--- src/rtl/md5_wr_stream.sv ---
// AXI4 write-master stream engine: drains a 512-bit stream into host memory as INCR bursts.
// Optional WR_BRESP_CHECK_EN: non-OKAY write responses set a sticky error bit in status.
module md5_wr_stream #(
   parameter logic [15:0] AWID         = 16'd0,
   parameter int          LQ_LOG_DEPTH = 4
) (
   input  logic         clk,
   input  logic         rst,
   input  logic         in_valid,
   input  logic [511:0] in_data,
   output logic         in_ready,
   output logic [15:0]  awid_m,
   output logic [63:0]  awaddr_m,
   output logic [7:0]   awlen_m,
   output logic [2:0]   awsize_m,
   output logic         awvalid_m,
   input  logic         awready_m,
   output logic [511:0] wdata_m,
   output logic [63:0]  wstrb_m,
   output logic         wlast_m,
   output logic         wvalid_m,
   input  logic         wready_m,
   input  logic [15:0]  bid_m,
   input  logic [1:0]   bresp_m,
   input  logic         bvalid_m,
   output logic         bready_m,
   input  logic         softreg_req_valid,
   input  logic         softreg_req_isWrite,
   input  logic [31:0]  softreg_req_addr,
   input  logic [63:0]  softreg_req_data,
   output logic         softreg_resp_valid,
   output logic [63:0]  softreg_resp_data
);

   localparam int LQ_DEPTH = 1 << LQ_LOG_DEPTH;
   localparam logic [LQ_LOG_DEPTH:0] LQ_FULL_CNT = (LQ_LOG_DEPTH+1)'(LQ_DEPTH);

   logic [63:0]             addr_q;
   logic [63:0]             words_q;
   logic [63:0]             beats_sent_q;
   logic [15:0]             credits_q;
   logic [15:0]             outstanding_q;
   logic [6:0]              lq_mem [LQ_DEPTH];
   logic [LQ_LOG_DEPTH-1:0] lq_wr_ptr;
   logic [LQ_LOG_DEPTH-1:0] lq_rd_ptr;
   logic [LQ_LOG_DEPTH:0]   lq_cnt;
   logic [5:0]              beat_cnt;
   logic                    err_q;

   logic       lq_nonempty, lq_full;
   logic [6:0] room, len, lq_head;
   logic       aw_hs, w_hs, w_last_hs, b_hs, busy;
   logic       wr_addr, wr_credits, wr_words, rd_req;
   logic       unused_inputs;

   assign unused_inputs = ^{bid_m, bresp_m, softreg_req_data[63:16]};

   assign lq_nonempty = (lq_cnt != '0);
   assign lq_full     = (lq_cnt == LQ_FULL_CNT);
   assign lq_head     = lq_mem[lq_rd_ptr];

   // Beats left before the next 4 KB boundary caps the burst length.
   assign room = 7'd64 - {1'b0, addr_q[11:6]};
   assign len  = (words_q < {57'd0, room}) ? words_q[6:0] : room;

   assign awid_m    = AWID;
   assign awaddr_m  = addr_q;
   assign awlen_m   = {1'b0, len - 7'd1};
   assign awsize_m  = 3'b110;
   assign awvalid_m = (words_q != 64'd0) && (credits_q != 16'd0) && !lq_full;

   assign wvalid_m  = in_valid && lq_nonempty;
   assign in_ready  = wready_m && lq_nonempty;
   assign wdata_m   = in_data;
   assign wstrb_m   = '1;
   assign wlast_m   = lq_nonempty && ({1'b0, beat_cnt} == lq_head - 7'd1);
   assign bready_m  = 1'b1;

   assign aw_hs     = awvalid_m && awready_m;
   assign w_hs      = wvalid_m && wready_m;
   assign w_last_hs = w_hs && wlast_m;
   assign b_hs      = bvalid_m && bready_m;
   assign busy      = (words_q != 64'd0) || lq_nonempty || (outstanding_q != 16'd0);

   assign wr_addr    = softreg_req_valid && softreg_req_isWrite && (softreg_req_addr == 32'h10);
   assign wr_credits = softreg_req_valid && softreg_req_isWrite && (softreg_req_addr == 32'h18);
   assign wr_words   = softreg_req_valid && softreg_req_isWrite && (softreg_req_addr == 32'h20);
   assign rd_req     = softreg_req_valid && !softreg_req_isWrite;

   always_ff @(posedge clk) begin
      if (aw_hs) lq_mem[lq_wr_ptr] <= len;
   end

   always_ff @(posedge clk) begin
      if (rst) begin
         addr_q             <= '0;
         words_q            <= '0;
         beats_sent_q       <= '0;
         credits_q          <= 16'd8;
         outstanding_q      <= '0;
         lq_wr_ptr          <= '0;
         lq_rd_ptr          <= '0;
         lq_cnt             <= '0;
         beat_cnt           <= '0;
         softreg_resp_valid <= 1'b0;
         softreg_resp_data  <= '0;
      end else begin
         // Software writes take priority over handshake-driven updates.
         if (wr_addr)    addr_q <= softreg_req_data;
         else if (aw_hs) addr_q <= addr_q + {51'd0, len, 6'd0};

         if (wr_words)   words_q <= softreg_req_data;
         else if (aw_hs) words_q <= words_q - {57'd0, len};

         if (wr_credits)          credits_q <= softreg_req_data[15:0];
         else if (aw_hs && !b_hs) credits_q <= credits_q - 16'd1;
         else if (b_hs && !aw_hs) credits_q <= credits_q + 16'd1;

         if (wr_words)            outstanding_q <= '0;
         else if (aw_hs && !b_hs) outstanding_q <= outstanding_q + 16'd1;
         else if (b_hs && !aw_hs) outstanding_q <= outstanding_q - 16'd1;

         if (wr_words)  beats_sent_q <= '0;
         else if (w_hs) beats_sent_q <= beats_sent_q + 64'd1;

         if (aw_hs)     lq_wr_ptr <= lq_wr_ptr + 1'b1;
         if (w_last_hs) lq_rd_ptr <= lq_rd_ptr + 1'b1;
         if (aw_hs && !w_last_hs)      lq_cnt <= lq_cnt + 1'b1;
         else if (w_last_hs && !aw_hs) lq_cnt <= lq_cnt - 1'b1;

         if (w_last_hs) beat_cnt <= '0;
         else if (w_hs) beat_cnt <= beat_cnt + 6'd1;

         softreg_resp_valid <= rd_req;
         if (rd_req) begin
            if (softreg_req_addr == 32'h28)      softreg_resp_data <= beats_sent_q;
            else if (softreg_req_addr == 32'h30) softreg_resp_data <= {62'd0, err_q, busy};
         end
      end
   end

`ifdef WR_BRESP_CHECK_EN
   always_ff @(posedge clk) begin
      if (rst)                            err_q <= 1'b0;
      else if (wr_words)                  err_q <= 1'b0;
      else if (b_hs && bresp_m != 2'b00)  err_q <= 1'b1;
   end
`else
   assign err_q = 1'b0;
`endif

endmodule

--- config.mk ---
export PLATFORM = sky130hd
export DESIGN_NAME = md5_wr_stream
export DESIGN_NICKNAME = d
export VERILOG_FILES = /design/src/rtl/md5_wr_stream.sv
export SDC_FILE = /design/constraint.sdc
export NUM_CORES = 1
export LEC_CHECK = 0
export BUFFER_PORTS_ARGS = -buffer_cell sky130_fd_sc_hd__buf_4
export CORE_AREA = 2 2 535 537
export DETAILED_ROUTE_END_ITERATION = 16
export DIE_AREA = 0 0 537 539
export PLACE_DENSITY = 0.33
export SETUP_SLACK_MARGIN = 0.1
export SLEW_MARGIN = 20
export SYNTH_ARGS = -nofsm -noshare
export SYNTH_HDL_FRONTEND = slang
export SYNTH_SLANG_ARGS = --single-unit
--- constraint.sdc ---
create_clock -name clk -period 10.8 [get_ports clk]
set_input_delay 1.08 -clock clk [delete_from_list [all_inputs] [get_ports clk]]
set_output_delay 1.08 -clock clk [all_outputs]
set_load 0.02 [all_outputs]
==> flow_summary.json, run 1 <==
{
  "synth_edf_count": 112,
  "regArea_mm2": 0.009612,
  "drive_gt1_frac": 0.1715,
  "status": "complete, no violations",
  "grt_util_all_layers": 0.07150,
  "maxCapViolCount": 0,
  "synth_cell_types": 87,
  "post_cts_buffers": 0,
  "postRouteAntennaNets": 0,
  "multi_input_area_mm2": 0.01133,
  "synth_top_cell_area_share": 0.2422,
  "num_io_pins": 1371,
  "die_y_um": 539,
  "routed_via_density": 2.935,
  "clock-sinks": 424,
  "first_global_vias": 18530,
  "setup-tns-final_ps": 0,
  "cp_data_arrival_time_ps": 7980,
  "powerDensity_mw_per_mm2": 245.2,
  "grt_first_pass_wirelength_um": 148100,
  "hold_viol_final": 0,
  "syn_inst": 2886,
  "io_buffers": 243,
  "worst_slew_pin_slew_ps": 1031,
  "rows": 196,
  "critical_path_class": "reg2reg",
  "finalMaxSlewViolations": 0,
  "period_needed_ps": 7414,
  "cp-end-kind": "flip-flop",
  "final_cell_mix": "407 x nor2_1, 310 x dfxtp_1, 280 x buf_4",
  "vias": 18810,
  "n_fill_cell": 32860,
  "ys_ff_latch": 424,
  "netlist_area_mm2": 0.02579,
  "cts_resized": 0,
  "grt_max_degree": 98,
  "clock_skew_ps": 51.87,
  "place_congestion": 0.7174,
  "antenna_found_initial": 13,
  "layout_commonest_cell": "nor2_1",
  "finalNetCount": 3289,
  "drcViolationCount": 0,
  "p_total_uw": 7353,
  "clkTransAtPathRegs_ps": 60,
  "hold_ws_ps": 455.6,
  "min_period_over_period": 0.6865,
  "dr.first_iter.drc_count": 1032,
  "first_pass_iters": 5,
  "clk_latency_ps": 700,
  "ys_top_cells_by_area": "dfxtp_1 24%, buf_4 17%, edfxtp_1 13%",
  "synthFlopType": "dfxtp_1",
  "synth_area_per_cell_um2": 8.935,
  "setup_viol": 0,
  "vdd_drop_max_uv": 129.4,
  "wl_um": 107600,
  "ys_async_sr_fraction": 0,
  "slew_headroom": 0.3126,
  "clock_path_buffers": 3,
  "root_buffer": "clkbuf_16",
  "dp_hpwl_um": 82120,
  "rsz0062_at_grt": "no",
  "post_drt_wl_per_cell_um": 16.78,
  "grt_overflow": 0,
  "cp_max_fo": 19,
  "ys_seq_area_frac": 0.3727,
  "syn_to_final_growth_pct": 16.30,
  "synth_largest_area_cell": "dfxtp_1",
  "die_area_mm2": 0.2894,
  "core_area_mm2": 0.2840,
  "hold_path_class": "reg2reg",
  "dp_slack_ps": 3232,
  "yosysWarnings": 0,
  "leakagePower_uw": 0.01002,
  "initial_core_util": 0.09080,
  "cts_made_buffers": 59,
  "max_freq_mhz": 134.9,
  "cts_max_level": 2,
  "cts_tree": "built",
  "die_w_um": 537,
  "layout_setup_ws_ps": 3386,
  "postCtsHoldBufs": 0,
  "crit_required_ps": 11370,
  "critPathLaunchType": "flip-flop"
}
==> Yosys cell counts (7+ instances only) <==
library cell	count
xnor2_1	117
nor3_1	67
o21bai_1	8
o211ai_1	16
a21oi_1	73
a22oi_1	68
or2_2	7
nor2_1	408
buf_4	598
nand2b_1	12
nor4_1	35
ha_1	58
mux4_2	31
nand2_1	148
a21o_1	17
nor2b_1	18
and4_1	14
a311oi_1	22
and2_1	15
mux2i_1	14
xor2_1	87
edfxtp_1	112
and3_1	22
nand3_1	67
nand4_1	29
buf_2	10
a31oi_1	10
a211oi_1	96
clkbuf_1	103
dfxtp_1	312
o21ai_0	69
or4_1	14
inv_1	57
or3_1	39
o31ai_1	8
==> final timing paths <==
kind	from	end	slack, ps	cells past startpoint
max reg2reg	awaddr_m[7]	awaddr_m[56]	3390	25
min reg2reg	awaddr_m[5]	awaddr_m[5]	460	2
min	awaddr_m[5]	awaddr_m[5]	460	2
max	awaddr_m[7]	awaddr_m[56]	3390	25
==> flip-flops by register name (all words and copies together), names as in the netlist, named ones only <==
| name | cells |
|---|---|
| awaddr_m | 64 |
| lq_rd_ptr | 4 |
| softreg_resp_data | 64 |
| words_q | 64 |
| softreg_resp_valid | 1 |
| beat_cnt | 6 |
| lq_cnt | 5 |
| credits_q | 16 |
| lq_wr_ptr | 4 |
| beats_sent_q | 64 |
| outstanding_q | 16 |
| lq_mem | 112 |
==> cell type report <==
| type | count | share of cell area |
|---|---|---|
| Antenna cell | 4 | 0.0003338 |
| Clock buffer | 76 | 0.05336 |
| Tap cell | 3762 | 0.1570 |
| Clock inverter | 34 | 0.01281 |
| Inverter | 60 | 0.007510 |
| Sequential cell | 424 | 0.3205 |
| Multi-Input combinational cell | 1767 | 0.3779 |
| Timing Repair Buffer | 281 | 0.07059 |
==> per-stage QoR <==
stage             util  instances  cell area, um^2
6_report        0.1056       6408            29990
5_1_grt         0.1056       6405            29980
4_1_cts         0.1056       6404            29980
3_5_place_dp   0.09858       6294            27990
3_3_place_gp   0.09858       6294            27990
2_1_floorplan        -       2969            26100
==> metal layers <==
layer  vias to the layer above  GRT usage  share of wire
met2                      1005    0.09971           0.40
met5                         -    0.02965         0.0085
met4                        18    0.02447          0.029
met1                      8735    0.08686           0.43
met3                       248    0.04290           0.13
li1                       8801          -              -
==> where the power goes <==
| part | total [uW] | leakage (uW) | internal, uW | switching [uW] |
|---|---|---|---|---|
| Combinational | 3220 | 0.00549 | 1190 | 2030 |
| Sequential | 2120 | 0.00356 | 1940 | 176 |
| Clock | 2010 | 0.000971 | 1190 | 820 |
| Total | 7350 | 0.0100 | 4330 | 3030 |
==> kinds of logic after synthesis <==
logic type	Yosys count	synth area share
buffers and inverters	778	0.2011
AOI/OAI and AO/OA	435	0.1173
and+or+nand+nor	931	0.1732
xor gates and xnor gates	205	0.07016
muxes	45	0.03251
other	2	0.0002912
adders and majority gates	66	0.03280
DFF	424	0.3727
==> worst max-delay path, cell delays in order (launching register included) <==
cell	delay (ps)
dfxtp_1	400
inv_1	90
ha_1	170
nor3b_1	510
xnor2_1	250
clkinv_1	300
ha_1	380
nand2_1	60
o21ai_0	550
nand3_1	410
nand3_4	340
mux2i_1	440
inv_1	420
ha_1	360
fa_1	410
a21o_1	200
a21oi_1	230
o21bai_1	90
a21oi_1	250
nor2b_1	80
o21ai_1	150
buf_4	260
or4_1	420
nor2_1	110
xnor2_1	140
a211oi_1	230
Note: power is estimated with default switching activity, not from simulation.
==> run 2, diff against run 1 <==
- ABC_AREA: not set -> 1
- CORE_AREA: 2 2 535 537 -> 2 2 529 531
- DIE_AREA: 0 0 537 539 -> 0 0 531 533
- PLACE_DENSITY: 0.33 -> 0.35
- clock period: 10.8 -> 7.73 ns (I/O delays scaled with it)
==> flow_summary.json, run 2 <==
{
  "status": "complete, no violations",
  "synthFlopType": "dfxtp_1",
  "regArea_mm2": 0.009609,
  "worst_slew_pin_slew_ps": 1093,
  "post_drt_wl_per_cell_um": 19.53,
  "cp_data_arrival_time_ps": 6690,
  "hold_ws_ps": 389.4,
  "synthAdderAreaFrac": 0.02840,
  "postRouteAntennaNets": 0,
  "layout_setup_ws_ps": 1627,
  "grt_max_degree": 66,
  "drive_gt1_frac": 0.1157,
  "clock-sinks": 424,
  "r2r-end": "outstanding_q[15]",
  "rsz0062_at_grt": "no",
  "path_buf_inv": 3,
  "place_congestion": 0.8914,
  "r2r-start": "words_q[48]",
  "cts_max_level": 2,
  "critPathLaunchType": "flip-flop",
  "first_global_vias": 24180,
  "cp-end-kind": "flip-flop",
  "synth_top_family_by_area": "simple AND/OR/NAND/NOR gates",
  "setup_viol": 0,
  "setup-tns-final_ps": 0,
  "grt_util_all_layers": 0.09806,
  "crit_end": "outstanding_q[15]",
  "cpMostUsedCell": "nand2_1",
  "grt_first_pass_wirelength_um": 196700,
  "synth_cell_types": 62,
  "powerDensity_mw_per_mm2": 368.6,
  "post_cts_buffers": 0,
  "cts_made_buffers": 56,
  "synth_xor_area_frac": 0.04168,
  "max_freq_mhz": 163.9,
  "fin_cells": 7426,
  "synth_common_cells": "661 x nand2_1, 597 x buf_4, 485 x nor2_1",
  "drcViolationCount": 0,
  "cts_tree": "built",
  "crit_start": "words_q[48]",
  "critical-path-top-delay-family": "simple AND/OR/NAND/NOR gates",
  "num_io_pins": 1371,
  "ys_async_sr_fraction": 0,
  "slowest_stage": "ha_1",
  "synth_largest_area_cell": "dfxtp_1",
  "rows": 194,
  "synth-compound-area-share": 0.1157,
  "regMostFlops": "lq_mem",
  "ys_seq_area_frac": 0.3387,
  "routed_via_density": 3.312,
  "ys_top_cells_by_area": "dfxtp_1 22%, buf_4 16%, edfxtp_1 12%",
  "io_buffers": 243,
  "cp_max_fo": 18,
  "yosysMostFrequentCell": "nand2_1",
  "synth_area_per_cell_um2": 7.184,
  "grt_overflow": 0,
  "vdd_drop_max_uv": 214.2,
  "syn_to_final_growth_pct": 14.04,
  "die_w_um": 531,
  "finalNetCount": 4352,
  "layout_commonest_cell": "nand2_1",
  "ys_ff_latch": 424,
  "final_util": 0.1164,
  "maxCapViolCount": 0,
  "wl_um": 145100,
  "hold_viol_final": 0,
  "clkTransAtPathRegs_ps": 60,
  "clock_skew_ps": 66.78,
  "syn_inst": 3949,
  "core_area_mm2": 0.2779,
  "final_cell_mix": "660 x nand2_1, 480 x nor2_1, 455 x inv_1",
  "initial_core_util": 0.1021,
  "finalMaxSlewViolations": 0,
  "critical_path_class": "reg2reg",
  "synth-simple-area-share": 0.2404,
  "crit_cells": 26,
  "first_pass_iters": 5,
  "multi_input_area_mm2": 0.01245,
  "slowest_delay_ps": 840,
  "min_period_over_period": 0.7895,
  "synth_edf_count": 112,
  "yosysWarnings": 0,
  "clk_latency_ps": 700,
  "period_needed_ps": 6103,
  "slew_headroom": 0.2708,
  "postCtsHoldBufs": 0,
  "placed_cells": 7322,
  "ff2ff_setup_slack_ps": 1630,
  "largest_reg_flops": 112,
  "synth.area.mux_share": 0,
  "synth_top_cell_area_share": 0.2202,
  "r2r_cells": 26,
  "crit_required_ps": 8320,
  "clock_path_buffers": 3,
  "antenna_found_initial": 15,
  "dp_slack_ps": 1567,
  "dp_hpwl_um": 114600,
  "vias": 24590,
  "cts_resized": 0,
  "holdPathStages": 3,
  "netlist_area_mm2": 0.02837,
  "n_fill_cell": 32320,
  "hold_path_class": "in2reg",
  "root_buffer": "clkbuf_16",
  "leakagePower_uw": 0.01183,
  "die_y_um": 533,
  "die_area_mm2": 0.2830,
  "dr.first_iter.drc_count": 1585
}
[run 2: changes by cell type in the layout (fill, tap and decap cells not counted), sizes merged, moves of 88 or more]
cell / delta
nand2: +528
inv: +404
a21oi: +158
o21ai: +106
nor2: +95
a211oi: -89
nand3: +88
[run 2: cells by family after synthesis]
family	Yosys count
simple gates	1570
buf+inv	1173
compound gates	583
flops	424
xor+xnor	135
fa+ha+maj	62
other cells	2
[run 2: area by class of cell]
type	instances	area share
Multi-Input combinational cell	2435	0.3847
Tap cell	3724	0.1440
Clock inverter	27	0.009591
Antenna cell	3	0.0002320
Inverter	472	0.05480
Sequential cell	424	0.2970
Timing Repair Buffer	267	0.06207
Clock buffer	74	0.04761
[run 2: metal layers]
layer	GRT usage	share of wire
met1	0.1115	0.39
met2	0.1492	0.43
met3	0.04947	0.12
met4	0.04272	0.045
met5	0.03983	0.011
[run 2: stage by stage]
| stage | instance area [um^2] | total power (uW) |
|---|---|---|
| floorplan | 28680 | 7375 |
| global placement | 30500 | 9401 |
| detailed placement | 30500 | 9371 |
| CTS | 32350 | 12160 |
| global route | 32350 | 12900 |
| finish | 32350 | 11920 |
[run 2: where the power goes]
group	total [uW]	internal [uW]	leakage (uW)	switching [uW]
clock network	2700	1540	0.000894	1160
registers	2980	2760	0.00356	219
logic	6250	1790	0.00737	4460
[run 2: worst min-delay path by stage]
stage / start / slack [ps] / end
finish: softreg_req_data[12] / 390 / awaddr_m[12]
global route: rst / 360 / softreg_resp_data[62]
CTS: softreg_req_data[12] / 330 / awaddr_m[12]
detailed placement: softreg_resp_data[13] / 460 / softreg_resp_data[13]
global placement: softreg_resp_data[28] / 450 / softreg_resp_data[28]
floorplan: beats_sent_q[10] / 450 / softreg_resp_data[10]
[run 2: worst min-delay path, delay by kind of cell]
kind | cells | cell delay (ps)
buf+inv | 1 | 120
simple gates | 1 | 60
compound gates | 1 | 70
==> run 3, diff against run 2 <==
- ABC_AREA: 1 -> 0
- CORE_AREA: 2 2 529 531 -> 2 2 535 537
- DIE_AREA: 0 0 531 533 -> 0 0 537 539
- PLACE_DENSITY: 0.35 -> 0.34
- clock period: 7.73 -> 5.51 ns (I/O delays scaled with it)
==> flow_summary.json, run 3 (same netlist as run 1, synthesis figures left out) <==
{
  "initial_core_util": 0.09080,
  "syn_to_final_growth_pct": 20.87,
  "min_period_over_period": 0.9403,
  "grt_first_pass_wirelength_um": 153700,
  "crit_required_ps": 6110,
  "io_buffers": 243,
  "largest_reg_flops": 112,
  "hold_ws_ps": 113.0,
  "vdd_drop_max_uv": 297.2,
  "p_total_uw": 15630,
  "clock_path_buffers": 3,
  "crit_end": "awaddr_m[58]",
  "crit_start": "awaddr_m[7]",
  "root_buffer": "clkbuf_16",
  "die_y_um": 539,
  "drcViolationCount": 0,
  "drive_gt1_frac": 0.2110,
  "dp_hpwl_um": 85940,
  "maxCapViolCount": 0,
  "hold_viol_final": 0,
  "worst_slew_pin_slew_ps": 1024,
  "rows": 196,
  "critical_path_class": "reg2reg",
  "cp_data_arrival_time_ps": 5780,
  "cp-end-kind": "flip-flop",
  "clock-sinks": 424,
  "status": "complete, no violations",
  "dr.first_iter.drc_count": 1223,
  "critPathLaunchType": "flip-flop",
  "r2r_cells": 26,
  "core_area_mm2": 0.2840,
  "final_cell_mix": "407 x nor2_1, 352 x buf_4, 308 x dfxtp_1",
  "vias": 19300,
  "die_w_um": 537,
  "hold_path_class": "in2reg",
  "cts_max_level": 2,
  "cp_max_fo": 9,
  "wl_um": 111500,
  "place_congestion": 0.7415,
  "postCtsHoldBufs": 0,
  "clk_latency_ps": 700,
  "place_area_mm2": 0.02880,
  "num_io_pins": 1371,
  "finalMaxSlewViolations": 0,
  "r2r-start": "awaddr_m[7]",
  "fin_cells": 6495,
  "slew_headroom": 0.3176,
  "r2r-end": "awaddr_m[58]",
  "clock_skew_ps": 69.76,
  "rsz0062_at_grt": "no",
  "clkTransAtPathRegs_ps": 60,
  "post-route-cell-area_mm2": 0.03117,
  "postRouteAntennaNets": 0,
  "ff2ff_setup_slack_ps": 330,
  "post_drt_wl_per_cell_um": 17.17,
  "finalNetCount": 3376,
  "antenna_found_initial": 19,
  "cts_tree": "built",
  "regMostFlops": "lq_mem",
  "layout_commonest_cell": "nor2_1",
  "period_needed_ps": 5181,
  "placed_cells": 6372,
  "first_pass_iters": 5,
  "max_freq_mhz": 193.0,
  "routed_via_density": 2.972,
  "grt_util_all_layers": 0.07437,
  "grt_overflow": 0,
  "grt_max_degree": 167,
  "leakagePower_uw": 0.01061,
  "first_global_vias": 19220,
  "powerDensity_mw_per_mm2": 501.3,
  "setup_viol": 0,
  "cts_made_buffers": 61,
  "die_area_mm2": 0.2894,
  "final_util": 0.1098
}
## run 3: changes by cell type in the layout (fill, tap and decap cells not counted), sizes merged, moves of 89 or more
cell	change
nand2	-528
inv	-396
a21oi	-158
o21ai	-106
buf	+98
nor2	-95
a211oi	+89
## run 3: timing repair
item                                    CTS  global route
buffers inserted                          2             4
endpoints found under the hold margin     0             0
endpoints found under the setup margin   13            70
resized for setup                         5            27
pin swaps                                 2            11
## run 3: final cells by class
class                   instances  area [um^2]
well taps                    3762         4707
clock inverters                32        439.2
repair buffers                366         2922
flip-flops and latches        424         9617
multi-input cells            1767        11560
fillers                     32730       252800
diodes                          3        7.507
clock buffers                  81         1692
inverters                      60        226.5
## run 3: per-stage QoR
| step | setup WS, ps | setup TNS, ps |
|---|---|---|
| finish | 328.9 | 0 |
| global route | 61.53 | 0 |
| CTS | 105.8 | 0 |
| detailed placement | -58.12 | -58.12 |
| global placement | -83.94 | -149.3 |
| floorplan | 110.2 | 0 |
## run 3: how the worst min path moves through the flow
stage,startpoint,end,slack (ps),cells past startpoint
finish,softreg_req_data[55],words_q[55],110,3
global route,softreg_req_data[57],words_q[57],50,3
CTS,softreg_req_data[57],words_q[57],10,3
detailed placement,awaddr_m[3],awaddr_m[3],450,2
global placement,awaddr_m[5],awaddr_m[5],450,2
floorplan,beats_sent_q[63],beats_sent_q[63],460,2
## run 3: worst max-delay path: stages, from the launching register on
cell and delay, ps:
dfxtp_2 320, inv_2 70, ha_4 150, nor3b_4 270, xnor2_2 170, clkinv_2 120
ha_4 280, nand2_1 80, o21ai_4 220, and3_4 250, nor3_4 50, buf_4 150
nand2_1 70, a21boi_4 190, inv_1 80, ha_1 290, a21o_1 140, a21oi_2 80
o21bai_1 230, a21oi_2 110, nor2b_1 150, o21ai_2 80, clkbuf_16 200, or4_4 560
buf_12 160, or3_1 340, a311oi_1 240
## run 3: routing by layer
| metal | vias up | global-route usage | part of all wire |
|---|---|---|---|
| li1 | 8979 | - | - |
| met1 | 9013 | 0.08670 | 0.41 |
| met2 | 1035 | 0.1083 | 0.42 |
| met3 | 250 | 0.04577 | 0.13 |
| met4 | 24 | 0.02277 | 0.028 |
| met5 | - | 0.03348 | 0.0092 |
## run 3: power breakdown
group	leakage [uW]	total (uW)	switching, uW	internal [uW]
logic	0.00601	7300	4270	3030
registers	0.00356	4140	337	3810
clock network	0.00104	4180	1680	2510
total	0.0106	15600	6280	9340
